File: src/rtl/adc_deser_pkg.sv
// Shared types and constants for the multi-lane LVDS ADC frame deserializer.
// Holds the alignment state encoding and the frame-clock pattern builder.
package adc_deser_pkg;

    typedef enum logic [1:0] {
        SEARCH = 2'd0,
        CHECK  = 2'd1,
        LOCKED = 2'd2
    } deser_state_t;

    // Upper half of the word is ones, lower half zeros (12 bits -> 12'hFC0).
    function automatic logic [63:0] fco_pattern(input int w);
        logic [63:0] p;
        p = '0;
        for (int i = 0; i < w; i++) begin
            if (i >= w / 2) p[i] = 1'b1;
        end
        return p;
    endfunction

endpackage

File: src/rtl/sync_2ff.sv
// Two-flop synchronizer bank for asynchronous LVDS-side levels.
// All bits share one clock and a synchronous active-high reset.
module sync_2ff #(
    parameter int WIDTH = 1
) (
    input  logic             i_clk,
    input  logic             i_rst,
    input  logic [WIDTH-1:0] i_d,
    output logic [WIDTH-1:0] o_q
);

    logic [WIDTH-1:0] r_s1;
    logic [WIDTH-1:0] r_s2;

    // Two metastability stages.
    always_ff @(posedge i_clk) begin
        if (i_rst) begin
            r_s1 <= '0;
            r_s2 <= '0;
        end else begin
            r_s1 <= i_d;
            r_s2 <= r_s1;
        end
    end

    assign o_q = r_s2;

endmodule

File: src/rtl/adc_lvds_frame_deser.sv
// Multi-lane ADC serial deserializer aligned to the FCO frame clock.
// Locks after repeated good frames, outputs all lanes with a valid pulse.
module adc_lvds_frame_deser
    import adc_deser_pkg::*;
#(
    parameter int NUM_CH      = 4,
    parameter int DATA_WIDTH  = 12,
    parameter int LOCK_FRAMES = 4,
    parameter int UNLOCK_ERRS = 2,
    parameter int CNT_WIDTH   = 16
) (
    input  logic                         i_clk,
    input  logic                         i_rst,
    input  logic [NUM_CH-1:0]            i_din,
    input  logic                         i_fco,
    input  logic                         i_dco,
    input  logic                         i_err_cnt_clr,
    output logic [NUM_CH*DATA_WIDTH-1:0] o_des_data,
    output logic                         o_des_valid,
    output logic                         o_locked,
    output logic [CNT_WIDTH-1:0]         o_frame_err_cnt
);

    localparam int W   = DATA_WIDTH;
    localparam int BCW = $clog2(W);
    localparam int GCW = $clog2(LOCK_FRAMES + 1);
    localparam int UCW = $clog2(UNLOCK_ERRS + 1);
    localparam logic [W-1:0] FCO_PAT = W'(fco_pattern(W));

    if ((DATA_WIDTH % 2) != 0) begin : g_bad_width
        $error("DATA_WIDTH must be even");
    end

    logic [NUM_CH+1:0]   w_sync;
    logic                w_dco_s2;
    logic                w_fco_s2;
    logic [NUM_CH-1:0]   w_din_s2;
    logic                r_dco_s3;
    logic                w_bit_stb;
    logic [NUM_CH*W-1:0] r_ch_sr;
    logic [NUM_CH*W-1:0] w_ch_next;
    logic [W-1:0]        r_fco_sr;
    logic [W-1:0]        w_fco_next;
    logic                w_match;
    logic                w_frame_end;
    logic [BCW-1:0]      r_bit_cnt;
    logic [GCW-1:0]      r_good_cnt;
    logic [UCW-1:0]      r_bad_cnt;
    deser_state_t        r_state;
    deser_state_t        w_state_next;
    logic                w_out_fire;
    logic                w_bad_fire;
    logic                w_locked_next;

    sync_2ff #(
        .WIDTH(NUM_CH + 2)
    ) u_sync (
        .i_clk(i_clk),
        .i_rst(i_rst),
        .i_d  ({i_dco, i_fco, i_din}),
        .o_q  (w_sync)
    );

    assign w_dco_s2    = w_sync[NUM_CH+1];
    assign w_fco_s2    = w_sync[NUM_CH];
    assign w_din_s2    = w_sync[NUM_CH-1:0];
    assign w_bit_stb   = w_dco_s2 ^ r_dco_s3;
    assign w_fco_next  = {r_fco_sr[W-2:0], w_fco_s2};
    assign w_match     = (w_fco_next == FCO_PAT);
    assign w_frame_end = (r_bit_cnt == BCW'(W - 1));

    // Post-shift view of every lane's shift register.
    always_comb begin
        w_ch_next = '0;
        for (int i = 0; i < NUM_CH; i++) begin
            w_ch_next[i*W +: W] = {r_ch_sr[i*W +: W-1], w_din_s2[i]};
        end
    end

    // Alignment state register.
    always_ff @(posedge i_clk) begin
        if (i_rst) r_state <= SEARCH;
        else       r_state <= w_state_next;
    end

    // Next alignment state, evaluated only on a bit strobe.
    always_comb begin
        w_state_next = r_state;
        if (w_bit_stb) begin
            unique case (r_state)
                SEARCH: begin
                    if (w_match)
                        w_state_next = (LOCK_FRAMES == 1) ? LOCKED : CHECK;
                end
                CHECK: begin
                    if (w_frame_end) begin
                        if (!w_match)
                            w_state_next = SEARCH;
                        else if (r_good_cnt == GCW'(LOCK_FRAMES - 1))
                            w_state_next = LOCKED;
                    end
                end
                LOCKED: begin
                    if (w_frame_end && !w_match &&
                        r_bad_cnt == UCW'(UNLOCK_ERRS - 1))
                        w_state_next = SEARCH;
                end
                default: w_state_next = SEARCH;
            endcase
        end
    end

    // Frame events decoded from the current state and strobe.
    always_comb begin
        w_out_fire    = w_bit_stb && (r_state == LOCKED) &&
                        w_frame_end && w_match;
        w_bad_fire    = w_bit_stb && (r_state == LOCKED) &&
                        w_frame_end && !w_match;
        w_locked_next = (w_state_next == LOCKED);
    end

    // Shift registers, bit position and good/bad frame counters.
    always_ff @(posedge i_clk) begin
        if (i_rst) begin
            r_dco_s3   <= 1'b0;
            r_ch_sr    <= '0;
            r_fco_sr   <= '0;
            r_bit_cnt  <= '0;
            r_good_cnt <= '0;
            r_bad_cnt  <= '0;
        end else begin
            r_dco_s3 <= w_dco_s2;
            if (w_bit_stb) begin
                r_ch_sr  <= w_ch_next;
                r_fco_sr <= w_fco_next;
                if ((r_state == SEARCH && w_match) || w_frame_end)
                    r_bit_cnt <= '0;
                else
                    r_bit_cnt <= r_bit_cnt + BCW'(1);
            end
            if (w_state_next == SEARCH)
                r_good_cnt <= '0;
            else if (w_bit_stb && r_state == SEARCH && w_match)
                r_good_cnt <= GCW'(1);
            else if (w_bit_stb && r_state == CHECK && w_frame_end)
                r_good_cnt <= r_good_cnt + GCW'(1);
            if (w_state_next != LOCKED)
                r_bad_cnt <= '0;
            else if (w_bad_fire)
                r_bad_cnt <= r_bad_cnt + UCW'(1);
            else if (w_out_fire)
                r_bad_cnt <= '0;
        end
    end

    // Registered outputs: data, valid pulse, lock flag, error count.
    always_ff @(posedge i_clk) begin
        if (i_rst) begin
            o_des_data      <= '0;
            o_des_valid     <= 1'b0;
            o_locked        <= 1'b0;
            o_frame_err_cnt <= '0;
        end else begin
            o_des_valid <= w_out_fire;
            o_locked    <= w_locked_next;
            if (w_out_fire)
                o_des_data <= w_ch_next;
            if (i_err_cnt_clr)
                o_frame_err_cnt <= '0;
            else if (w_bad_fire && o_frame_err_cnt != '1)
                o_frame_err_cnt <= o_frame_err_cnt + CNT_WIDTH'(1);
        end
    end

endmodule

File: config.mk
export PLATFORM = sky130hd
export DESIGN_NAME = adc_lvds_frame_deser
export DESIGN_NICKNAME = d
export VERILOG_FILES = /design/src/rtl/adc_deser_pkg.sv /design/src/rtl/sync_2ff.sv /design/src/rtl/adc_lvds_frame_deser.sv
export SDC_FILE = /design/constraint.sdc
export NUM_CORES = 1
export LEC_CHECK = 0
export ABC_CLOCK_PERIOD_IN_PS = 2800
export BUFFER_PORTS_ARGS = -buffer_cell sky130_fd_sc_hd__buf_4
export CAP_MARGIN = 20
export CORE_ASPECT_RATIO = 1.1
export CORE_UTILIZATION = 50
export DETAILED_ROUTE_END_ITERATION = 16
export GPL_TIMING_DRIVEN = 0
export PLACE_DENSITY = 0.76
export SLEW_MARGIN = 20
export SYNTH_ARGS = -nofsm -noshare
export SYNTH_HDL_FRONTEND = slang
export SYNTH_SLANG_ARGS = --single-unit
File: constraint.sdc
create_clock -name i_clk -period 2.8 [get_ports i_clk]
set_input_delay 0.14 -clock i_clk [delete_from_list [all_inputs] [get_ports i_clk]]
set_output_delay 0.14 -clock i_clk [all_outputs]
set_load 0.01 [all_outputs]
======== Word level (Yosys, flattened, before mapping) ========
Index checks and enable logic that the tools add are counted.
storage, ports and cells
  bits in registers ....................... 148
  input port bits ......................... 9
  output and inout port bits .............. 66
  logic and storage cells ................. 62
cells by class
  $add $sub $neg .......................... 4
  equality and inequality tests ........... 9
  multiplexer cells ....................... 12
  bitwise operators ....................... 1
  reduce and logical (&&, ||, !) cells .... 22
operators with widths
  cell                                            number
  adder 16 x 1 -> 16 bit (second input constant)  1
  2-to-1 mux 2 bit                                8
  != test 16 bit (second input constant)          1
  == test 12 bit (second input constant)          1
  logical AND 1 bit                               12
  case mux 2 bit (3 select lines)                 1
  OR reduction 2 bit                              3
  adder 4 x 1 -> 4 bit (second input constant)    1
  == test 2 x 1 -> 1 bit (second input constant)  2
  == test 2 bit (second input constant)           2
  == test 4 bit (second input constant)           1
  zero test 2 bit                                 2
  2-to-1 mux 4 bit                                1
  nonzero test 2 bit                              2
  adder 3 x 1 -> 3 bit (second input constant)    1
  == test 3 x 2 -> 1 bit (second input constant)  1
  OR reduction 3 bit                              1
  adder 2 x 1 -> 2 bit (second input constant)    1
  2-to-1 mux 1 bit                                2
  != test 2 bit (second input constant)           1
  zero test 1 bit                                 1
  logical OR 1 bit                                1
  XOR 1 bit                                       1

======== Logic depth before layout (Yosys ltp) ========
Gate-level depths: netlist (run 1).
  depth after elaboration ................. 9
  depth in mapped cells ................... 9
  mapped depth without buffers ............ 7

======== Cells and area by module ========
From an unflattened synthesis (run 1), not the netlist that was laid out.
second synthesis, totals
  cell total of the unflattened synthesis .. 655
  area total of the unflattened synthesis .. 5397.7 um2
modules (own cells, without submodules)
  module                times used  cells each  area an instance (um2)  seq. area each (um2)
  adc_lvds_frame_deser  1           630         5031.1                  2662.6
  sync_2ff              1           25          366.6                   240.2

======== Worst setup path before layout (run 1) ========
No wires, ideal clock.
  path type ............................... reg-to-reg
  start ................................... reg r_bit_cnt[0]
  end ..................................... reg o_des_data[22]
  arrival ................................. 1.820 ns
  required time ........................... 2.730 ns
  setup slack ............................. 0.910 ns
  stages on the path, launching flop included .. 10
  buffers on the path ..................... 3
  cells stage by stage .................... dfxtp_1 ha_1 and3b_1 clkbuf_2 and3_1 nand2_1 buf_2 buf_1 nand2_1 a21oi_1
between the ends
  word-level cells in the longest chain between the ends .. 3
ends and longest elaborated chain
  element                 line                         RTL
  from (decl)             adc_lvds_frame_deser.sv:46   logic [BCW-1:0] r_bit_cnt;
  from (signal assigned)  adc_lvds_frame_deser.sv:139  r_bit_cnt <= r_bit_cnt + BCW'(1);
  == test 4 bit           adc_lvds_frame_deser.sv:70   assign w_frame_end = (r_bit_cnt == BCW'(W - 1));
  logical AND 1 bit       adc_lvds_frame_deser.sv:115  w_out_fire = w_bit_stb && (r_state == LOCKED) &&
  logical AND 1 bit       adc_lvds_frame_deser.sv:116  w_frame_end && w_match;
  to (signal assigned)    adc_lvds_frame_deser.sv:167  o_des_data <= w_ch_next;
  to (decl)               adc_lvds_frame_deser.sv:18   output logic [NUM_CH*DATA_WIDTH-1:0] o_des_data,
No other way between the ends.
A chain may end at the register's enable or synchronous reset.

======== Worst setup path in the final report (run 1) ========
  start ................................... reg r_bit_cnt[0]
  end ..................................... reg o_des_data[28]
Same word-level chain as after synthesis.

==> impl_metrics.py, run 1 <==
metrics = {
    "outcome": {
        "status": "finished clean",
    },
    "cts": {
        "cts_buffers": 17,
        "tritoncts": "done",
        "ctsRootBufferMaster": "clkbuf_16",
        "clk_pin_slew_worst_paths_ns": 0.06,
        "clk_latency_ns": 0.41,
        "clock-sinks": 145,
        "post_cts_resize_count": 0,
        "clock_path_buffers": 2,
        "h-tree-depth": 4,
    },
    "grt": {
        "grt_busiest_layer": "met2",
        "grt_pass1_wl_um": 19500,
        "antenna_found_initial": 0,
        "met3_usage": 0.0595,
        "grt_util_met1": 0.267,
        "grt_max_degree": 17,
        "grt_overflow": 0,
        "grt_use_met2": 0.366,
        "grt_pass1_vias": 4378,
        "track_usage": 0.218,
    },
    "timing": {
        "period_share": 0.849,
        "finalHoldViolations": 0,
        "period_needed_ns": 2.38,
        "fmaxAchievable_ghz": 0.421,
        "holdWs_ns": 0.0152,
        "worst_pin_slew_ns": 0.886,
        "maxSlewViolCount": 0,
        "fin_skew_ns": 0.00836,
        "slew_headroom": 0.404,
        "setup_viol": 0,
        "tns_ns": 0,
        "rsz0062_at_grt": "no",
    },
    "layout": {
        "drive_gt1_frac": 0.156,
        "antenna-diode-count": 0,
        "nNetsFinal": 766,
        "fin_util": 0.650,
        "area_growth_pct": 26.5,
    },
    "critical_path": {
        "cp_top_family": "buffers and inverters",
        "worstPathArrival_ns": 2.72,
        "critPathRequiredTime_ns": 3.14,
        "critical_path_class": "register to register",
        "cp_cell_sequence": "ha_1, and3b_1, clkbuf_2, and3_1, nand2_1, buf_2, buf_1, nand2_1, a21oi_1",
        "critPathSlowestCell": "buf_1",
        "cp-start-kind": "register",
        "crit_buf_inv": 3,
        "crit_path_frequent_cell": "nand2_1",
        "cp_max_fo": 10,
        "critPathCaptureType": "register",
        "cpPeakStageDelay_ns": 0.41,
    },
    "run": {
        "cap_violations": 0,
    },
    "pwr": {
        "power_frac_comb": 0.026,
        "static-leakage-power_nw": 2.45,
        "p_switching_w": 0.000948,
        "power_density_nw_per_um2": 676,
        "switching_share": 0.208,
        "worst_ir_drop_vdd_uv": 407,
        "clockPowerShare": 0.519,
        "power.internal_w": 0.00362,
        "p_seq_frac": 0.456,
    },
    "die": {
        "core-area_um2": 10400,
        "initial_core_util": 0.514,
        "die_h_um": 110,
        "die_x_um": 101,
        "die_area_um2": 11100,
        "num_rows": 39,
        "io_pins": 75,
    },
    "logic_synthesis": {
        "synth.most_common_cell": "nand2_1",
        "synth_common_cells": "218 x nand2_1, 145 x dfxtp_1, 120 x a21oi_1, 27 x clkbuf_1, 15 x nor2b_1",
        "synth_edf_count": 0,
        "synth_top_flop_cell": "dfxtp_1",
        "netlist_area_um2": 5340,
        "synth_top_area_frac": 0.543,
        "synthArstFlopShare": 0,
        "yosysUniqueCellTypes": 45,
        "synth_fp_nets": 667,
        "synthTopCellsByArea": "dfxtp_1 54%, nand2_1 15%, a21oi_1 11%",
        "yosysTopAreaCell": "dfxtp_1",
        "syn_area_per_cell_um2": 8.18,
        "ys_seq_area_frac": 0.543,
        "synth_seq_cells": 145,
        "synth_cells": 653,
        "yosys_warnings": 0,
    },
    "route": {
        "detailroute.via_count": 4812,
        "vias_per_cell": 5.31,
        "firstDrtPassIters": 6,
        "drt_first_iter_violations": 274,
        "wl_per_cell_um": 12.9,
        "drtAntennaViolNets": 0,
        "drc": 0,
        "drt-total-wl_um": 11700,
    },
    "worst_hold_path": {
        "hp-class": "input pin to register",
    },
    "placement": {
        "port_buffers": 74,
        "post-dp-hpwl_um": 7980,
        "gp_congestion": 0.813,
    },
}
-- flip-flops by register name (all words and copies together), names as in the netlist --
| register | flops |
|---|---|
| r_fco_sr | 11 |
| o_des_data | 48 |
| o_des_valid | 1 |
| r_good_cnt | 3 |
| r_dco_s3 | 1 |
| o_frame_err_cnt | 16 |
| u_sync.r_s1 | 6 |
| r_bit_cnt | 4 |
| u_sync.o_q | 6 |
| r_ch_sr | 44 |
| r_bad_cnt | 2 |
| r_state | 2 |
| o_locked | 1 |
-- what timing repair did --
action / CTS / global route
hold buffers: 6 / 0
endpoints found under the setup margin: 0 / 0
endpoints found under the hold margin: 6 / 0
buffers inserted: 0 / 0
-- per-stage QoR --
| stage | instance area, um2 | cells | worst slack, ns | power [W] |
|---|---|---|---|---|
| 2_1_floorplan | 5340 | 653 | 0.910 | 0.00220 |
| 3_3_place_gp | 6080 | 870 | 0.418 | 0.00223 |
| 3_5_place_dp | 6080 | 870 | 0.411 | 0.00224 |
| 4_1_cts | 6760 | 907 | 0.403 | 0.00460 |
| 5_1_grt | 6760 | 907 | 0.213 | 0.00471 |
| 6_report | 6760 | 907 | 0.422 | 0.00457 |
-- path summary, 6_finish.rpt --
check | start | endpoint | slack [ns] | cells past startpoint
worst max-delay path | r_bit_cnt[0] | o_des_data[28] | 0.42 | 9
worst min register to register | u_sync.r_s1[5] | u_sync.o_q[5] | 0.43 | 1
worst max register to register | r_bit_cnt[0] | o_des_data[28] | 0.42 | 9
worst min-delay path | i_err_cnt_clr | o_frame_err_cnt[13] | 0.02 | 3
-- cells by family (layout without fill, tap and decap cells) --
logic type	Yosys count	in the layout	synth area share
xor+xnor	5	5	0.00820
flops	145	145	0.543
fa+ha+maj	5	5	0.0117
simple gates	301	301	0.246
buf+inv	49	160	0.0379
compound gates	144	144	0.145
mux	4	4	0.00750
-- layer usage --
| metal | routed length [um] | vias up |
|---|---|---|
| met5 | 0 | - |
| met4 | 179 | 0 |
| met3 | 558 | 18 |
| met2 | 5890 | 112 |
| met1 | 5090 | 2295 |
| li1 | - | 2387 |
-- power by group through the flow --
stage	sequential, W	clock [W]	combinational [W]
global route	0.00208	0.00250	0.000129
detailed placement	0.00213	0	0.000109
global placement	0.00213	0	0.000107
CTS	0.00208	0.00240	0.000117
finish	0.00208	0.00237	0.000117
floorplan	0.00212	0	0.0000717
-- layout by cell type (no fill, tap or decap), types with 4 or more instances in the layout --
master	netlist	final
nand2_1	218	218
mux2i_1	4	4
ha_1	5	5
buf_4	0	74
clkinv_2	0	4
or3_1	10	10
nor3_1	9	9
and3_1	6	6
dlygate4sd3_1	0	6
clkbuf_1	27	27
clkbuf_16	0	17
nor2b_1	15	15
o21ai_0	12	12
buf_2	4	4
bufinv_16	0	4
a21oi_1	120	120
buf_1	8	8
dfxtp_1	145	145
nand3_1	11	11
inv_1	7	7
nor2_1	14	14
-- area by class of cell --
class	count	area, um2
Tap cell	143	179
Sequential cell	145	2900
Buffer	42	176
Multi-Input combinational cell	459	2240
Clock buffer	18	439
Timing Repair Buffer	80	616
Inverter	7	26.3
Fill cell	828	3630
Clock inverter	13	184
-- worst register-to-register path: stages (launching register included) --
cell and delay [ns]:
dfxtp_1 0.33, ha_1 0.25, and3b_1 0.19, clkbuf_2 0.15, and3_1 0.24, nand2_1 0.20, buf_2 0.27, buf_1 0.41
nand2_1 0.12, a21oi_1 0.15
(Power assumes the default switching activity.)
==> run 2: changes to the inputs <==
Settings changed: ABC_CLOCK_PERIOD_IN_PS 2800 to 1900, PLACE_DENSITY 0.76 to 0.79.
Clock period 2.8 ns to 1.9 ns, I/O delays scaled along.
==> run 2 against run 1 <==
Power grew 39%. Maximum frequency grew 21%. Final cell count grew 1.4%. The run now ends with negative setup slack left. Utilization grew 2.3 points. Non-clock buffer count grew 12. Largest power group unchanged. Die area is the same.
==> impl_metrics.py, run 2 (synthesized netlist as in run 1, its figures left out) <==
metrics = {
    "outcome": {
        "status": "finished, violations left",
        "violations": "negative setup slack",
    },
    "placement": {
        "gp_congestion": 0.838,
        "port_buffers": 74,
        "place_ws_ns": -0.497,
        "post-dp-hpwl_um": 8060,
        "placedInstanceArea_um2": 6080,
        "dp.cells": 870,
    },
    "timing": {
        "worst_pin_slew_ns": 0.512,
        "layout_setup_ws_ns": -0.0645,
        "maxSlewViolCount": 0,
        "period_share": 1.03,
        "period_needed_ns": 1.96,
        "setup_viol": 7,
        "rsz0062_at_grt": "yes",
        "finalHoldViolations": 0,
        "slew_headroom": 0.659,
        "fin_skew_ns": 0.00514,
        "fmaxAchievable_ghz": 0.509,
    },
    "layout": {
        "top_register": "o_des_data",
        "final_area_um2": 7000,
        "nNetsFinal": 778,
        "drive_gt1_frac": 0.211,
        "area_growth_pct": 31.0,
        "antenna-diode-count": 0,
        "largest_reg_flops": 48,
        "layout_common_cells": "217 x nand2_1, 136 x dfxtp_1, 120 x a21oi_1, 88 x buf_4, 21 x clkbuf_1",
        "fillCellCount": 823,
        "stdcell_count": 920,
        "reg.largest.list": "o_des_data: 48 flops, r_ch_sr: 44 flops, o_frame_err_cnt: 16 flops",
        "layout_commonest_cell": "nand2_1",
    },
    "cts": {
        "clock_path_buffers": 2,
        "cts_buffers": 17,
        "tritoncts": "done",
        "clock-sinks": 145,
        "ctsRootBufferMaster": "clkbuf_16",
        "h-tree-depth": 4,
        "clk_latency_ns": 0.42,
        "clk_pin_slew_worst_paths_ns": 0.06,
    },
    "critical_path": {
        "cp_cell_sequence": "nand4_1, or4_4, o211ai_4, buf_6, mux2i_1, nor2_1",
        "critPathRequiredTime_ns": 2.19,
        "critical_path_class": "register to register",
        "cp_max_fo": 6,
        "critPathSlowestCell": "or4_4",
        "crit_buf_inv": 1,
        "cpPeakStageDelay_ns": 0.64,
        "cp_top_family": "simple AND/OR/NAND/NOR gates",
        "critPathCaptureType": "register",
        "worstPathArrival_ns": 2.26,
        "cp-start-kind": "register",
    },
    "grt": {
        "antenna_found_initial": 0,
        "track_usage": 0.231,
        "grt_max_degree": 17,
        "grt_overflow": 0,
        "grt_pass1_vias": 4564,
        "grt_pass1_wl_um": 20300,
    },
    "worst_hold_path": {
        "hp-class": "input pin to register",
    },
    "pwr": {
        "static-leakage-power_nw": 2.57,
        "power.internal_w": 0.00499,
        "power_frac_comb": 0.029,
        "p_seq_frac": 0.483,
        "worst_ir_drop_vdd_uv": 716,
        "p_switching_w": 0.00136,
        "switching_share": 0.214,
        "clockPowerShare": 0.488,
        "power_density_nw_per_um2": 907,
    },
    "route": {
        "firstDrtPassIters": 5,
        "drtAntennaViolNets": 0,
        "drc": 0,
        "drt_first_iter_violations": 216,
        "vias_per_cell": 5.25,
        "wl_per_cell_um": 13.7,
        "detailroute.via_count": 4834,
        "drt-total-wl_um": 12600,
    },
    "die": {
        "die_h_um": 110,
        "core-area_um2": 10400,
        "die_x_um": 101,
        "initial_core_util": 0.514,
        "io_pins": 75,
        "die_area_um2": 11100,
        "num_rows": 39,
    },
    "run": {
        "cap_violations": 0,
    },
}
[run 2: cell types whose count changed in the layout (fill, tap and decap cells not counted), sizes merged]
cell,delta
inv,-2
clkinv,-3
clkinvlp,+3
bufinv,-4
dlygate4sd3,+1
buf,+10
clkbuf,+8
[run 2: final timing paths]
kind | slack, ns | cells past startpoint | start | to
worst min-delay path | 0.21 | 4 | i_rst | o_frame_err_cnt[15]
worst min register to register | 0.44 | 1 | u_sync.r_s1[1] | u_sync.o_q[1]
worst max-delay path | -0.06 | 6 | o_frame_err_cnt[8] | o_frame_err_cnt[1]
worst max register to register | -0.06 | 6 | o_frame_err_cnt[8] | o_frame_err_cnt[1]
[run 2: layout make-up]
cell class              instances  area, um2  share of cell area
clock buffers                  25        515              0.0737
plain buffers                  41        215              0.0308
repair buffers                 93        713               0.102
well taps                     143        179              0.0256
clock inverters                 7       50.0             0.00715
flip-flops and latches        145       2920               0.418
multi-input cells             459       2380               0.340
inverters                       7       26.3             0.00376
[run 2: tightest hold or removal path, cell delays in order]
cell and delay [ns]:
buf_4 0.08, or2_2 0.09, clkbuf_1 0.25, a21oi_1 0.07
[run 2: power by group through the flow]
stage                     Sequential (W)  Combinational, W  Clock (W)
after floorplan                  0.00313          0.000106          0
after global placement           0.00313          0.000153          0
after detailed placement         0.00313          0.000157          0
after CTS                        0.00307          0.000175    0.00313
after global routing             0.00307          0.000204    0.00325
final                            0.00307          0.000184    0.00310
[run 2: per-stage QoR]
step / util / power, W / TNS (ns) / hold slack (ns)
floorplan: - / 0.00324 / 0 / 0.223
global placement: 0.585 / 0.00329 / -12.60 / 0.308
detailed placement: 0.585 / 0.00329 / -14.81 / 0.314
CTS: 0.661 / 0.00637 / 0 / 0.193
global route: 0.673 / 0.00652 / -0.989 / 0.237
finish: 0.673 / 0.00635 / -0.178 / 0.209
[run 2: repair_timing]
action | in CTS | in global routing
resized for setup | 38 | 27
buffers inserted | 4 | 7
cloned | 1 | 0
pin swaps | 6 | 7
endpoints found under the hold margin | 8 | 0
setup endpoints to repair | 92 | 93
hold buffers | 7 | 0
[run 2: layer usage]
metal / share of wire / routed length, um / GRT usage / up-vias
met5: 0 / 0 / 0 / -
met4: 0.028 / 348 / 0.104 / 0
met3: 0.046 / 584 / 0.0595 / 33
met2: 0.50 / 6310 / 0.393 / 140
met1: 0.42 / 5350 / 0.271 / 2259
li1: - / - / - / 2402
==> run 3: changes to the inputs <==
Settings changed: CORE_UTILIZATION 50 to 47, CTS_CLUSTER_DIAMETER set to 80, PLACE_DENSITY 0.79 to 0.75, REMOVE_ABC_BUFFERS set to 1.
==> run 3 against run 2 <==
The flow now finishes without violations. Maximum frequency up 6.0%. Clock power up 19%. Combinational power about the same. Wire length down 8.4%. Sequential cell count unchanged. Sequential share of layout area down 0.63 points. Critical endpoint is now o_frame_err_cnt[15]. Highest routed layer unchanged.
==> impl_metrics.py, run 3 (synthesized netlist as in run 1, its figures left out) <==
metrics = {
    "route": {
        "wl_met1_um": 5080,
        "detailroute.via_count": 4579,
        "vias_per_cell": 5.12,
        "met3_length_um": 510,
        "top_layer_used": "met4",
        "drc": 0,
        "drt_first_iter_violations": 251,
        "firstDrtPassIters": 4,
        "wl_per_cell_um": 12.9,
        "drt-total-wl_um": 11500,
        "drtAntennaViolNets": 0,
        "wl_met2_um": 5790,
    },
    "cts": {
        "clock_path_buffers": 2,
        "tritoncts": "done",
        "clock-sinks": 145,
        "cts_buffers": 17,
        "ctsRootBufferMaster": "clkbuf_16",
        "h-tree-depth": 4,
        "clk_latency_ns": 0.42,
        "clk_pin_slew_worst_paths_ns": 0.06,
    },
    "pwr": {
        "power_density_nw_per_um2": 968,
        "static-leakage-power_nw": 2.62,
        "worst_ir_drop_vdd_uv": 538,
    },
    "grt": {
        "grt_pass1_vias": 4092,
        "grt_overflow": 0,
        "grt_pass1_wl_um": 18800,
        "grt_max_degree": 129,
        "track_usage": 0.198,
        "antenna_found_initial": 0,
    },
    "die": {
        "core-area_um2": 11000,
        "die_x_um": 104,
        "num_rows": 40,
        "die_h_um": 114,
        "initial_core_util": 0.485,
        "io_pins": 75,
        "die_area_um2": 11800,
    },
    "outcome": {
        "status": "finished clean",
    },
    "timing": {
        "setup_viol": 0,
        "period_needed_ns": 1.85,
        "rsz0062_at_grt": "yes",
        "maxSlewViolCount": 0,
        "finalHoldViolations": 0,
        "worst_pin_slew_ns": 0.903,
        "period_share": 0.975,
        "fin_skew_ns": 0.00949,
        "fmaxAchievable_ghz": 0.540,
        "slew_headroom": 0.398,
    },
    "layout": {
        "fin_util": 0.649,
        "largest_reg_flops": 48,
        "drive_gt1_frac": 0.229,
        "antenna-diode-count": 0,
        "final_area_um2": 7150,
        "layout_commonest_cell": "nand2_1",
        "layout_common_cells": "216 x nand2_1, 131 x dfxtp_1, 118 x a21oi_1, 85 x buf_4, 17 x clkbuf_16",
        "nNetsFinal": 749,
        "top_register": "o_des_data",
        "reg.largest.list": "o_des_data: 48 flops, r_ch_sr: 44 flops, o_frame_err_cnt: 16 flops",
        "area_growth_pct": 33.8,
    },
    "placement": {
        "gp_congestion": 0.767,
        "port_buffers": 74,
        "placedInstanceArea_um2": 6090,
        "post-dp-hpwl_um": 6790,
    },
    "critical_path": {
        "critPathCaptureType": "register",
        "reg2regPathDepth": 6,
        "cp_cell_sequence": "ha_4, and3b_2, and3_4, o2111ai_4, or4_4, a21oi_2",
        "critPathRequiredTime_ns": 2.25,
        "cp_num_cells": 6,
        "crit_buf_inv": 0,
        "worstPathArrival_ns": 2.20,
        "timing.rr.start": "r_bit_cnt[0]",
        "cp_max_fo": 6,
        "crit_path_start": "r_bit_cnt[0]",
        "critPathSlowestCell": "or4_4",
        "cpPeakStageDelay_ns": 0.44,
        "cp_top_family": "simple AND/OR/NAND/NOR gates",
        "critical_path_class": "register to register",
        "cp-start-kind": "register",
    },
    "run": {
        "cap_violations": 0,
    },
    "worst_hold_path": {
        "min-delay-start": "i_rst",
        "hp-class": "input pin to register",
        "hold_depth": 2,
    },
}
[run 3: worst paths after layout]
path	slack (ns)	to
worst min-delay path	0.24	r_state[0]
worst max-delay path	0.05	o_frame_err_cnt[15]
worst max register to register	0.05	o_frame_err_cnt[15]
worst min register to register	0.43	u_sync.o_q[5]
[run 3: what timing repair did]
item	in CTS	in global routing
cloned	1	2
setup buffers	4	9
pin swaps	4	8
endpoints found under the hold margin	8	0
setup endpoints to repair	74	51
gates resized for setup	26	24
hold buffers	7	0
[run 3: routing by layer]
metal  up-vias  track usage
met3        14       0.0554
met5         -            0
met4         0       0.0763
met2       113        0.340
li1       2358            -
met1      2094        0.235
[run 3: power by group]
part           total, W  switching, W  internal, W
clock           0.00368       0.00127      0.00241
combinational  0.000182      0.000116    0.0000660
sequential      0.00306     0.0000122      0.00305
total           0.00692       0.00140      0.00552
[run 3: cell type report]
cell class	count	area [um2]
flip-flops and latches	145	2940
multi-input cells	462	2450
clock buffers	20	457
repair buffers	102	886
well taps	147	184
inverters	7	26.3
clock inverters	12	204
fillers	892	3860
[run 3: stage by stage]
step / instances / TNS [ns] / worst slack (ns) / hold WS (ns) / power [W]
2_1_floorplan: 611 / -259.05 / -2.88 / 0.164 / 0.00319
3_3_place_gp: 832 / -468.78 / -5.21 / 0.310 / 0.00326
3_5_place_dp: 840 / -19.95 / -0.425 / 0.309 / 0.00330
4_1_cts: 884 / 0 / 0.000902 / 0.235 / 0.00697
5_1_grt: 895 / -0.266 / -0.0606 / 0.274 / 0.00714
6_report: 895 / 0 / 0.0468 / 0.243 / 0.00692
